<file path="src/rtl/uart_transmitter.sv">
// UART serialiser with a small byte FIFO; one bit per external baud_tick,
// frames go out start / LSB-first data / optional parity / stop(s), back-to-back when queued.
module uart_transmitter #(
  parameter int unsigned DATA_WIDTH = 8,
  parameter int unsigned FIFO_DEPTH = 4,
  parameter int unsigned PARITY_EN  = 0,
  parameter int unsigned PARITY_ODD = 0,
  parameter int unsigned STOP_BITS  = 1
) (
  input  logic                        clock,
  input  logic                        rst_n,
  input  logic                        baud_tick,
  input  logic [DATA_WIDTH-1:0]       tx_DATA,
  input  logic                        tx_valid,
  output logic                        tx_ready,
  output logic                        txd,
  output logic                        tx_busy,
  output logic                        tx_done,
  output logic [$clog2(FIFO_DEPTH):0] fifo_count
);

  localparam int unsigned PTR_W = $clog2(FIFO_DEPTH);
  localparam int unsigned CNT_W = PTR_W + 1;
  localparam int unsigned BIT_W = (DATA_WIDTH > 1) ? $clog2(DATA_WIDTH) : 1;
  localparam logic [BIT_W-1:0] LAST_BIT = BIT_W'(DATA_WIDTH - 1);
  localparam logic ODD_BIT = (PARITY_ODD != 0);
  localparam logic PAR_ON  = (PARITY_EN != 0);
  localparam logic ONE_STOP = (STOP_BITS < 2);

  typedef enum logic [2:0] {
    StIdle,
    StStart,
    StData,
    StParity,
    StStop
  } state_e;

  state_e                  r_state, w_state_next;
  logic [DATA_WIDTH-1:0]   r_shift, w_shift_next;
  logic [BIT_W-1:0]        r_bit_cnt, w_bit_cnt_next;
  logic                    r_stop_cnt, w_stop_cnt_next;
  logic                    r_parity, w_parity_next;
  logic                    r_txd, w_txd_next;
  logic                    r_tx_done, w_done_next;

  logic [DATA_WIDTH-1:0]   r_mem [FIFO_DEPTH];
  logic [PTR_W-1:0]        r_wr_ptr, r_rd_ptr;
  logic [CNT_W-1:0]        r_count;

  logic                    w_push, w_pop, w_nonempty, w_last_stop;
  logic [DATA_WIDTH-1:0]   w_head;

  assign tx_ready   = (r_count < CNT_W'(FIFO_DEPTH));
  assign w_push     = tx_valid & tx_ready;
  assign w_nonempty = (r_count != '0);
  assign w_head     = r_mem[r_rd_ptr];
  assign w_last_stop = ONE_STOP | r_stop_cnt;

  assign txd        = r_txd;
  assign tx_busy    = (r_state != StIdle);
  assign tx_done    = r_tx_done;
  assign fifo_count = r_count;

  // Byte FIFO; a push into an empty FIFO only becomes visible to the FSM next cycle.
  always_ff @(posedge clock or negedge rst_n) begin
    if (!rst_n) begin
      r_wr_ptr <= '0;
      r_rd_ptr <= '0;
      r_count  <= '0;
      for (int i = 0; i < int'(FIFO_DEPTH); i++) begin
        r_mem[i] <= '0;
      end
    end else begin
      if (w_push) begin
        r_mem[r_wr_ptr] <= tx_DATA;
        r_wr_ptr        <= r_wr_ptr + PTR_W'(1);
      end
      if (w_pop) begin
        r_rd_ptr <= r_rd_ptr + PTR_W'(1);
      end
      case ({w_push, w_pop})
        2'b10:   r_count <= r_count + CNT_W'(1);
        2'b01:   r_count <= r_count - CNT_W'(1);
        default: r_count <= r_count;
      endcase
    end
  end

  always_ff @(posedge clock or negedge rst_n) begin
    if (!rst_n) begin
      r_state    <= StIdle;
      r_shift    <= '0;
      r_bit_cnt  <= '0;
      r_stop_cnt <= 1'b0;
      r_parity   <= 1'b0;
      r_txd      <= 1'b1;
      r_tx_done  <= 1'b0;
    end else begin
      r_state    <= w_state_next;
      r_shift    <= w_shift_next;
      r_bit_cnt  <= w_bit_cnt_next;
      r_stop_cnt <= w_stop_cnt_next;
      r_parity   <= w_parity_next;
      r_txd      <= w_txd_next;
      r_tx_done  <= w_done_next;
    end
  end

  always_comb begin
    w_state_next    = r_state;
    w_shift_next    = r_shift;
    w_bit_cnt_next  = r_bit_cnt;
    w_stop_cnt_next = r_stop_cnt;
    w_parity_next   = r_parity;
    w_txd_next      = r_txd;
    w_done_next     = 1'b0;
    w_pop           = 1'b0;

    if (baud_tick) begin
      unique case (r_state)
        StIdle: begin
          if (w_nonempty) begin
            w_pop         = 1'b1;
            w_shift_next  = w_head;
            w_parity_next = (^w_head) ^ ODD_BIT;
            w_txd_next    = 1'b0;
            w_state_next  = StStart;
          end
        end
        StStart: begin
          w_txd_next     = r_shift[0];
          w_bit_cnt_next = '0;
          w_state_next   = StData;
        end
        StData: begin
          if (r_bit_cnt == LAST_BIT) begin
            if (PAR_ON) begin
              w_txd_next   = r_parity;
              w_state_next = StParity;
            end else begin
              w_txd_next      = 1'b1;
              w_stop_cnt_next = 1'b0;
              w_state_next    = StStop;
            end
          end else begin
            w_shift_next   = r_shift >> 1;
            w_txd_next     = r_shift[1];
            w_bit_cnt_next = r_bit_cnt + BIT_W'(1);
          end
        end
        StParity: begin
          w_txd_next      = 1'b1;
          w_stop_cnt_next = 1'b0;
          w_state_next    = StStop;
        end
        StStop: begin
          if (w_last_stop) begin
            w_done_next = 1'b1;
            // Chain straight into the next start bit so queued frames leave no idle gap.
            if (w_nonempty) begin
              w_pop         = 1'b1;
              w_shift_next  = w_head;
              w_parity_next = (^w_head) ^ ODD_BIT;
              w_txd_next    = 1'b0;
              w_state_next  = StStart;
            end else begin
              w_txd_next   = 1'b1;
              w_state_next = StIdle;
            end
          end else begin
            w_stop_cnt_next = 1'b1;
          end
        end
        default: begin
          w_txd_next   = 1'b1;
          w_state_next = StIdle;
        end
      endcase
    end
  end

endmodule

</file>
<file path="config.mk">
export PLATFORM = sky130hd
export DESIGN_NAME = uart_transmitter
export DESIGN_NICKNAME = d
export VERILOG_FILES = /design/src/rtl/uart_transmitter.sv
export SDC_FILE = /design/constraint.sdc
export NUM_CORES = 1
export LEC_CHECK = 0
export CAP_MARGIN = 10
export CORE_MARGIN = 2
export CORE_UTILIZATION = 50
export CTS_CLUSTER_DIAMETER = 150
export DETAILED_ROUTE_END_ITERATION = 6
export DONT_BUFFER_PORTS = 1
export SYNTH_ARGS = -nofsm -noshare
export SYNTH_HDL_FRONTEND = slang
export SYNTH_SLANG_ARGS = --single-unit
</file>
<file path="constraint.sdc">
create_clock -name clock -period 4.2 [get_ports clock]
set_input_delay 0.84 -clock clock [delete_from_list [all_inputs] [get_ports clock]]
set_output_delay 0.84 -clock clock [all_outputs]
set_load 0.02 [all_outputs]
</file>
Yosys cells after proc, flatten, opt, wreduce, memory -nomap -nowiden --
Index checks and enable logic that the tools add are counted.
Storage, ports and cells: input bits 12, memory bits (writable) 0, output and inout port bits 7, latch bits 0, flip-flop bits (word level) 55, memories 0, memory bits (read-only) 0
Operators by class: equal/unequal tests 11, $mul 0, magnitude comparators 4, shift-type cells 0, add/subtract/negate cells 5, reductions and logical operators 12, divide/modulo/power cells 0, bitwise gates (word level) 3, multiplexer cells 25
Operators by type and width (number):
- $mux 8 | 5
- $bwmux 32 | 1
- $bmux 8 s2 | 1
- $demux 8 s2 | 1
- $pmux 8 s2 | 1
- $pmux 3 s5 | 1
- $pmux 3 s2 | 2
- $mux 1 | 9
- $mux 3 | 3
- $add 3x1->3 const B | 2
- $eq 3x2->1 const B | 2
- $eq 3x3->1 const B | 2
- $ge 3x3->1 const B | 2
- $ne 2x2->1 const B | 3
- $not 2->3 | 2
- $reduce_and 3->1 | 2
- $reduce_bool 2->1 | 3
- $reduce_bool 3->1 | 2
- $add 2x1->2 const B | 2
- $pmux 1 s4 | 1
- $reduce_and 4->1 | 1
- $eq 3x1->1 const B | 1
- $logic_not 3->1 | 1
- $lt 3x1->1 const B | 1
- other kinds (9) | 9

Longest topological paths before layout --
Gate-level depths: netlist (run 1).
depth after elaboration 6, mapped depth 9, gate-level depth less buffers 9

Least setup slack after synthesis (run 1) --
OpenSTA, ideal clock, no wires.
path type input -> register, start input port baud_tick, end register r_count[2], in the netlist fifo_count[2], arrival 2171 ps, required time 4120 ps, path slack 1948 ps, library setup time 80 ps, cell stages on the path 9, cells stage by stage buf_2 -> nand3_4 -> inv_2 -> ha_1 -> inv_1 -> fa_1 -> xor2_1 -> nor2_1 -> xnor2_1
On the way: word-level cells in the longest chain between the ends 3, elaborated cells between the ends (all ways) 5, classes of those cells eq/ne (2); mux (2); reduce/logical (1)
RTL lines:
- from (decl) | RTL line 12 | input logic baud_tick,
- $mux 1 (*) | RTL line 119 | if (baud_tick) begin
- net w_pop | RTL line 50 | logic w_push, w_pop, w_nonempty, w_last_stop;
- $eq 2x1->1 / $eq 2x2->1 (equally long branches) | RTL line 81 | case ({w_push, w_pop})
- $pmux 3 s2 / $reduce_bool 2->1 (equally long branches)
- to (signal assigned) | RTL line 82 | 2'b10: r_count <= r_count + CNT_W'(1);
- to (signal assigned) | RTL line 83 | 2'b01: r_count <= r_count - CNT_W'(1);
- to (signal assigned) | RTL line 84 | default: r_count <= r_count;
- to (decl) | RTL line 48 | logic [CNT_W-1:0] r_count;
Mark *: on every way through the listed nets, which the timed path passes. The rest lies on a longest branch. A chain may end at the register's enable or synchronous reset.

Worst setup path after layout (run 1) --
start register r_state[1], end register r_count[2], in the netlist fifo_count[2]
On the way: word-level cells in the longest chain between the ends 6, elaborated cells between the ends (all ways) 9, classes of those cells eq/ne (3); mux (3); reduce/logical (3)
RTL lines:
- from (decl) | RTL line 38 | state_e r_state, w_state_next;
- from (signal assigned) | RTL line 91 | r_state <= StIdle;
- from (signal assigned) | RTL line 99 | r_state <= w_state_next;
- $eq 3x3->1 / $logic_not 3->1 (equally long branches)
- $reduce_or 2->1 (no source line) (*)
- $mux 1 (*)
- $mux 1 (*) | RTL line 119
- net w_pop | RTL line 50
- $eq 2x1->1 / $eq 2x2->1 (equally long branches) | RTL line 81
- $pmux 3 s2 / $reduce_bool 2->1 (equally long branches)
Marks and branches as above.

==> results.md, run 1 <==
* Post-Syn Instances at around 210
* Num rows at 26
* Via-to-Cell Ratio at 5.82
* CORE AREA at a little over 5000 sq um
* # hold bufs at CTS at 0
* R2r setup slk at approximately 1.6 ns
* Area growth from synthesis to layout at 6.46%
* Gates resized, CTS repair at 0
* Layout cells sized above 1 at roughly 27%
* Seq/Total Area, Yosys at between 50 and 60%
* Seq pwr share at between 40% and 50%
* Fin. Hold Viols at 0
* Initial DRC Count at between 80 and 90
* Antenna viol nets, final at 0
* FF/Latch Area at between 1000 and 1500 sq um
* Antenna violations before repair at 0
* Pre-CTS setup slack at around 1.6 ns
* Yosys reg bits at 55
* CP Capture Type: flop
* Worst skew pair latency at around 0.30 ns
* Async SR Flop Fraction at 100%
* IO Port Bufs at 0
* Multi-input gate area at 1190 sq um
* Synthesized area per cell at approximately 13 sq um
* Setup WS post-layout at roughly 1.6 ns
* Critical path origin: r_state[1]
* Slew HR at 50.6%
* RR Endpoint: fifo_count[2]
* Die area at about 6000 sq um
* Biggest area consumer among synthesized cells: dfrtp_1
* Routed vias at roughly 1600
* Setup CP Type: reg2reg
* DR WL/cell at between 15 and 20 um
* Post-Syn Nets at 228
* Slew Limit Fails at 0
* CTS H-tree lvls at 2
* Pwr Density at 798 nW/um^2
* Yosys warns at 0
* Min Tclk post-route at 2.61 ns
* Worst Setup EP: fifo_count[2]
* Vias in the first global route at roughly 1700
* Outcome: finished, final reports clean
* Post-synth top flop: dfrtp_1
* Sw frac at between 30% and 40%
* Tcrit/Tclk final at 62.2%
* Yosys cell types at a little over 40
* Final Routed Wirelength at slightly below 5 mm
* RR Startpoint: r_state[1]
* Worst-path clk slew at roughly 0.090 ns
* Static Leak at roughly 0.0012 uW
* Worst-path maximum fanout at 14
* Setup Fix Bufs, Post-CTS at 0
* Crit path launch type: flop
* Synth cell count leaders: 54 x dfrtp_1, 32 x mux2_2, 19 x inv_1, 11 x o21ai_0, 8 x nand4_1
* VDD IR max at about 340 uV
* Clock root cell: clkbuf_8
* Total of max-cap violations at 0
* Grt total ovfl at 0
* Worst slew pin tran at around 0.74 ns
* Clock power frac at between 15 and 20%
* Arrival @ worst endpoint at roughly 2.8 ns
* Final setup fails at 0
* Top-count cell post-synth: dfrtp_1
* CTS sink cnt at between 50 and 60
* DR pass1 iterations at 4
* Synth area leaders: dfrtp_1 50%, mux2_2 13%, mux4_2 5.0%
* Num CTS Buffers at 5
* Netlist Area Pre-Place at 2690 sq um
* Share of the synthesized area in the top cell type at 50.2%
* Die height at roughly 77 um
* First-pass GRT wire length at between 8 and 9 mm
* Worst Hold Margin at ~0.22 ns
* All-Layer GR Usage at between 10% and 20%
* GPL Wtd Cong at between 0.8 and 0.9
* Dpl hpwl at 3.51 mm
* HP Class: in2async
* Setup Skew at between 0.005 and 0.006 ns
* Setup TNS at 0 ns
* RSZ-0062 raised after global routing: false
* Power Internal at 1490 uW
* Comb pwr share at between 30% and 40%
* Drt drc at 0
* Fillers at around 460
* Top Ports at 19
* Clk buf depth at 2
* Initial Utilization at approximately 52%
* Critical path data required time at around 4.4 ns
* Die width at 77.4 um
* Pin count of the biggest net entering global routing at 56
* Total power draw at 2290 uW
* Net switching power at between 700 and 800 uW
* FMAX at 383 MHz
* Final #Nets at 227
* Diodes inserted at 0
* R2R depth at 9
* CTS tree: yes
* Number of flops mapped to enable cells by yosys at 0
[power by group through the flow]
stage | Clock (uW) | Combinational (uW) | Sequential (uW)
after global routing | 435 | 940 | 1090
final | 399 | 841 | 1050
after CTS | 409 | 855 | 1050
after global placement | 0 | 810 | 1040
after detailed placement | 0 | 853 | 1060
after floorplan | 0 | 802 | 929
[sequential cells by signal (all words and copies together) (netlist names)]
name	cells
r_mem	32
r_shift	8
fifo_count	3
r_bit_cnt	3
r_state	3
r_rd_ptr	2
r_wr_ptr	2
tx_done	1
txd	1
[placed cells by master (no fill, tap or decap), types with 2 or more instances in the layout]
| cell | count |
|---|---|
| nand2b_1 | 4 |
| mux2_2 | 32 |
| mux4_1 | 2 |
| clkbuf_8 | 5 |
| ha_1 | 7 |
| nand3_1 | 7 |
| nor2_1 | 3 |
| mux4_2 | 6 |
| o2111ai_1 | 7 |
| o22ai_1 | 4 |
| o21ai_0 | 11 |
| dfrtp_1 | 54 |
| mux2i_1 | 2 |
| a21oi_1 | 2 |
| bufinv_16 | 2 |
| xnor2_1 | 5 |
| a22oi_1 | 2 |
| nand4_1 | 8 |
| nand2_2 | 4 |
| nand2_1 | 2 |
| inv_1 | 19 |
[how the worst min path moves through the flow]
stage / to / slack, ns / cells past startpoint
floorplan: r_shift[7] / 0.47 / 1
global placement: r_mem[20] / 0.48 / 1
detailed placement: r_mem[28] / 0.49 / 1
CTS: fifo_count[2] / 0.22 / 0
global route: fifo_count[0] / 0.20 / 0
finish: fifo_count[2] / 0.22 / 0
[through the flow]
stage,util [%],std cells,instance area (sq um)
after floorplan,-,208,2690
after global placement,53.2,270,2730
after detailed placement,53.2,270,2730
after CTS,55.7,278,2870
after global routing,55.7,278,2870
final,55.7,278,2870
[critical path: stages, from the launching register on]
cell     delay [ns]
dfrtp_1        0.53
nor2_1         0.63
nand3_4        0.25
inv_2          0.14
ha_1           0.18
inv_1          0.06
fa_1           0.37
xor2_1         0.15
nor2_1         0.11
xnor2_1        0.12
[per-layer routing]
metal	up-vias	part of all wire, %	wire length [um]	GRT usage [%]
li1	755	-	-	-
met5	-	0	0	0
met3	4	4.1	200	3.84
met2	40	51	2490	30.3
met1	820	44	2160	24.2
met4	0	0.63	31	5.00
[cell families after synthesis]
logic type	after synthesis	share of synthesized area, %
AOI/OAI and AO/OA	32	8.23
DFF	55	51.2
xor gates and xnor gates	6	1.95
muxes	42	21.1
adders and majority gates	8	4.00
buffers and inverters	29	4.65
and+or+nand+nor	36	8.88
[layout make-up]
class                   count  area share [%]
flip-flops and latches     55            48.1
clock inverters             2            2.10
clock buffers               6            2.53
multi-input cells         124            41.5
well taps                  70            3.06
inverters                  21            2.75
Power figures use the tool's default switching activity.
==> run 2, diff against run 1 <==
- clock period: 4.2 -> 2.56 ns (I/O delays scaled with it)
==> run 2 against run 1 <==
Net effect:
- count of clock-buffer cells in the layout rose by 1
- cell area shrank 0.57%
- sequential power rose by 63%
- critical endpoint unchanged
- first-iteration DRC count increased by 54%
- die area unchanged
- worst setup slack worse by 1.2 ns
==> results.md, run 2 (synthesized netlist as in run 1, its figures left out) <==
* Outcome: finished, final reports clean
* Antenna violations before repair at 0 (unchanged)
* Worst-path maximum fanout at 14 (unchanged)
* Final setup fails at 0 (unchanged)
* FF/Latch Area at 1380 sq um (unchanged)
* Min Tclk post-route at 2.16 ns (-0.458 ns)
* Arrival @ worst endpoint at 2.39 ns (-0.45 ns)
* Setup CP Type: reg2reg
* Largest reg by FF count: r_mem
* IO Port Bufs at 0 (unchanged)
* Clock root cell: clkbuf_8
* Num CTS Buffers at 5 (unchanged)
* CTS sink cnt at 55 (unchanged)
* Initial DRC Count at 128 (+54%)
* DR WL/cell at 16.9 um (-3.7%)
* VDD IR max at 509 uV (+50%)
* First-pass GRT wire length at 8.22 mm (-3.5%)
* GPL Wtd Cong at 0.829 (about the same)
* CORE AREA at 5140 sq um (unchanged)
* Setup Fix Bufs, Post-CTS at 0 (unchanged)
* Vias in the first global route at 1696 (+1.1%)
* RSZ-0062 raised after global routing: false
* Clk buf depth at 2 (unchanged)
* Gates resized, CTS repair at 0 (unchanged)
* Slew Limit Fails at 0 (unchanged)
* Fin. Hold Viols at 0 (unchanged)
* Fillers at 471 (+2.6%)
* Critical path data required time at 2.79 ns (-1.64 ns)
* Crit path launch type: flop
* Biggest registers after layout: r_mem (32), r_shift (8)
* Total power draw at 3560 uW (+56%)
* Total of max-cap violations at 0 (unchanged)
* Initial Utilization at 52.4% (unchanged)
* HP Class: in2async
* Drt drc at 0 (unchanged)
* Worst-path clk slew at 0.09 ns (about the same)
* Worst slew pin tran at 0.688 ns (-0.0501 ns)
* Max FFs per register at 32 (unchanged)
* Die height at 77.4 um (unchanged)
* CTS tree: yes
* Commonest non-fill, non-tap cell in the layout: dfrtp_1
* FMAX at 464 MHz (+21%)
* Multi-input gate area at 1190 sq um (unchanged)
* Via-to-Cell Ratio at 5.83 (+0.14%)
* Grt total ovfl at 0 (unchanged)
* # hold bufs at CTS at 1 (+1)
* Area growth from synthesis to layout at 5.86%
* Antenna viol nets, final at 0 (unchanged)
* Pwr Density at 1250 nW/um^2 (+57%)
* Die area at 5990 sq um (unchanged)
* Num rows at 26 (unchanged)
* All-Layer GR Usage at 17.4% (-0.70 points)
* Diodes inserted at 0 (unchanged)
* DR pass1 iterations at 4 (unchanged)
* Tcrit/Tclk final at 84.2% (+22 points)
* Worst skew pair latency at 0.30 ns (about the same)
* Layout cells sized above 1 at 27.6% (+0.22 points)
* Setup Skew at 0.00198 ns (-0.00304 ns)
* Final #Nets at 229 (+0.88%)
* Dpl hpwl at 3.40 mm (-3.1%)
* Slew HR at 54.1% (+3.4 points)
* Most frequent cells in the layout: 54 x dfrtp_1, 32 x mux2_2, 19 x inv_1
* Final Routed Wirelength at 4.74 mm (-3.0%)
* Setup TNS at 0 ns (unchanged)
* Die width at 77.4 um (unchanged)
* Pin count of the biggest net entering global routing at 55 (-1.8%)
* CP Capture Type: flop
* Top Ports at 19 (unchanged)
* R2r setup slk at 0.40 ns (-1.18 ns)
* CTS H-tree lvls at 2 (unchanged)
* Static Leak at 0.00124 uW (-0.44%)
* Routed vias at 1633 (+0.86%)
==> run 2: worst paths after layout <==
path	from	cells after the start	endpoint
setup / recovery	r_state[1]	9	fifo_count[2]
hold / removal	rst_n	0	txd
setup reg to reg	r_state[1]	9	fifo_count[2]
hold reg to reg	r_mem[2]	1	r_mem[2]
max in group asynchronous	rst_n	1	r_mem[24]
min in group clock	baud_tick	1	r_state[0]
==> run 2: metal layers <==
metal	part of all wire [%]	wire length, um	track usage [%]
met1	46	2190	23.1
met4	1.1	53	5.00
met3	3.2	150	3.37
met5	0	0	0
met2	50	2350	29.4
==> run 2: where the power goes <==
group | switching, uW | internal, uW | leakage (uW)
clock network | 254 | 192 | 0.0000422
logic | 634 | 769 | 0.000524
registers | 417 | 1300 | 0.000671
==> run 2: area by class of cell <==
cell class              count  area share [%]
multi-input cells         124            41.7
well taps                  70            3.07
clock buffers               7            2.68
flip-flops and latches     55            48.4
repair buffers              2            1.23
inverters                  21            2.77
clock inverters             1           0.176
==> run 2: worst max-delay path, stage by stage, from the launching register on <==
cell     delay (ns)
dfrtp_1        0.53
nor2_1         0.27
nand3_4        0.18
inv_2          0.12
ha_1           0.18
inv_1          0.06
fa_1           0.37
xor2_1         0.15
nor2_1         0.11
xnor2_1        0.12
==> run 2: per-stage QoR <==
step           setup WS [ns]  util, %  cell area, sq um  hold slack [ns]  cells
4_1_cts                0.398     55.4              2850           0.0287    280
3_5_place_dp           0.409     53.3              2740            0.218    271
5_1_grt                0.200     55.4              2850           0.0204    280
3_3_place_gp           0.464     53.3              2740            0.218    271
2_1_floorplan          0.621        -              2690            0.216    208
6_report               0.404     55.4              2850           0.0427    280
==> run 3, diff against run 2 <==
- PLACE_DENSITY: default -> 0.68
- clock period: 2.56 -> 1.9 ns (I/O delays scaled with it)
==> run 3 against run 2 <==
Net effect:
- fmax grew 20%
- sequential power is 25% higher
- critical path depth shrank 2
- combinational power rose by 64%
- routed wire length is 8.9% higher
- clock power up 50%
- sequential share of layout area shrank 1.7 points
- core utilization rose by 2.2 points
- register-to-register slack lost 0.31 ns
- final cell count is 3.6% higher
- critical path type unchanged
- count of clock-buffer cells in the layout fell by 1
- hold slack gained 0.14 ns
- largest cell class unchanged
==> results.md, run 3 (synthesized netlist as in run 1, its figures left out) <==
* Via-to-Cell Ratio at 5.81 (-0.31%)
* Max FFs per register at 32 (unchanged)
* HP Class: in2reg
* Crit path launch type: flop
* Most frequent cells in the layout: 51 x dfrtp_1, 32 x mux2_2, 18 x inv_1
* Outcome: finished, final reports clean
* Fin. Hold Viols at 0 (unchanged)
* Critical path data required time at 2.12 ns (-0.67 ns)
* RR Endpoint: fifo_count[1]
* Dpl hpwl at 3.49 mm (+2.6%)
* FMAX at 555 MHz (+20%)
* Die height at 77.4 um (unchanged)
* Clock root cell: clkbuf_8
* Crit path depth at 7 (-2)
* Antenna viol nets, final at 0 (unchanged)
* CTS tree: yes
* Grt total ovfl at 0 (unchanged)
* Pwr Density at 1720 nW/um^2 (+38%)
* Drt drc at 0 (unchanged)
* Biggest registers after layout: r_mem (32), r_shift (8)
* CP Capture Type: flop
* DR pass1 iterations at 4 (unchanged)
* Total of max-cap violations at 0 (unchanged)
* Initial Utilization at 52.4% (unchanged)
* Worst slew pin tran at 0.541 ns (-0.146 ns)
* R2R depth at 7 (-2)
* Slew HR at 63.7% (+9.7 points)
* Worst-path maximum fanout at 3 (-11)
* Worst path most repeated cell: inv_2
* R2r setup slk at 0.1 ns (-0.31 ns)
* Setup TNS at 0 ns (unchanged)
* Initial DRC Count at 101 (-21%)
* VDD IR max at 731 uV (+43%)
* Layout cells sized above 1 at 34.5% (+6.9 points)
* CP bufs+invs at 2 (unchanged)
* Util after Layout at 57.6% (+2.2 points)
* Top Ports at 19 (unchanged)
* Tcrit/Tclk final at 94.8% (+11 points)
* First-pass GRT wire length at 8.71 mm (+6.0%)
* Diodes inserted at 0 (unchanged)
* All-Layer GR Usage at 18.6% (+1.1 points)
* Clk buf depth at 2 (unchanged)
* CTS H-tree lvls at 2 (unchanged)
* IO Port Bufs at 0 (unchanged)
* CTS sink cnt at 55 (unchanged)
* Placed cell areas at 2800 sq um (+2.3%)
* Worst-path clk slew at 0.09 ns (about the same)
* Slowest cell on crit path: fa_2
* Slew Limit Fails at 0 (unchanged)
* Hold path cells at 1
* Arrival @ worst endpoint at 2.03 ns (-0.36 ns)
* DR WL/cell at 17.8 um (+5.1%)
* Final #Nets at 239 (+4.4%)
* Pin count of the biggest net entering global routing at 56 (+1.8%)
* Worst Hold Margin at 0.183 ns (+0.140 ns)
* CP Cell Sequence: or3_4 -> nand3_4 -> inv_2 -> ha_2 -> inv_2 -> fa_2 -> mux2i_1
* RR Startpoint: fifo_count[2]
* Setup CP Type: reg2reg
* Commonest non-fill, non-tap cell in the layout: dfrtp_1
* Min Tclk post-route at 1.80 ns (-0.355 ns)
* GPL Wtd Cong at 0.811 (-2.1%)
* Final Routed Wirelength at 5.16 mm (+8.9%)
* Num rows at 26 (unchanged)
* Antenna violations before repair at 0 (unchanged)
* Final setup fails at 0 (unchanged)
* Max incr delay on CP at 0.42 ns (-0.11 ns)
* Final Cell Area at 2960 sq um (+3.9%)
* HP Start: baud_tick
* Num CTS Buffers at 5 (unchanged)
* Area growth from synthesis to layout at 10.0%
* Die area at 5990 sq um (unchanged)
* Cell family with most CP delay: adder cells
* Routed vias at 1686 (+3.2%)
* Setup Skew at 0.00712 ns (+0.00514 ns)
* Static Leak at 0.00128 uW (+3.8%)
* Vias in the first global route at 1843 (+8.7%)
* Largest reg by FF count: r_mem
* CORE AREA at 5140 sq um (unchanged)
* Die width at 77.4 um (unchanged)
* Worst skew pair latency at 0.30 ns (about the same)
* Hold Path End: r_state[0]
-- run 3: changes by cell type in the layout (fill, tap and decap cells not counted), moves of 2 or more --
cell,change
buf_4,+9
dfrtp_1,-3
dfrtp_2,+3
clkbuf_1,-2
-- run 3: worst max path at each step --
stage	start	to	slack [ns]
6_report	fifo_count[2]	fifo_count[1]	0.1
2_1_floorplan	fifo_count[1]	fifo_count[2]	0.01
5_1_grt	fifo_count[2]	fifo_count[2]	-0.005
3_3_place_gp	r_state[0]	fifo_count[2]	0.1
4_1_cts	r_state[0]	fifo_count[2]	0.01
3_5_place_dp	r_state[0]	fifo_count[2]	0.04
-- run 3: report_power, final --
part	switching, uW	internal (uW)	total (uW)	leakage (uW)
registers	381	1750	2130	0.000668
logic	1120	1170	2290	0.000569
clock network	371	298	669	0.0000474
total	1880	3220	5100	0.00128
-- run 3: routing by layer --
layer / part of all wire (%) / up-vias / track usage (%)
li1: - / 779 / -
met1: 42 / 861 / 22.1
met2: 53 / 39 / 33.8
met3: 3.4 / 7 / 4.42
met4: 1.0 / 0 / 4.46
met5: 0 / - / 0
-- run 3: what timing repair did --
| item | 4_1_cts | 5_1_grt |
|---|---|---|
| hold buffers | 2 | 0 |
| buffers inserted | 0 | 1 |
| hold endpoints to repair | 55 | 0 |
| setup endpoints to repair | 0 | 2 |
| gates resized for setup | 0 | 5 |
-- run 3: final cells by class --
class / count / area, sq um
multi-input combinational: 124 / 1200
tap: 70 / 87.6
timing repair buffer: 12 / 113
clock inverter: 2 / 16.3
sequential: 55 / 1380
inverter: 21 / 78.8
clock buffer: 6 / 82.6
fill: 436 / 2180
-- run 3: through the flow --
stage / std cells / setup slack, ns / power [uW]
after floorplan: 208 / 0.0149 / 3830
after global placement: 279 / 0.0991 / 4210
after detailed placement: 279 / 0.0373 / 4370
after CTS: 289 / 0.0108 / 5080
after global routing: 290 / -0.00519 / 5450
final: 290 / 0.0992 / 5100
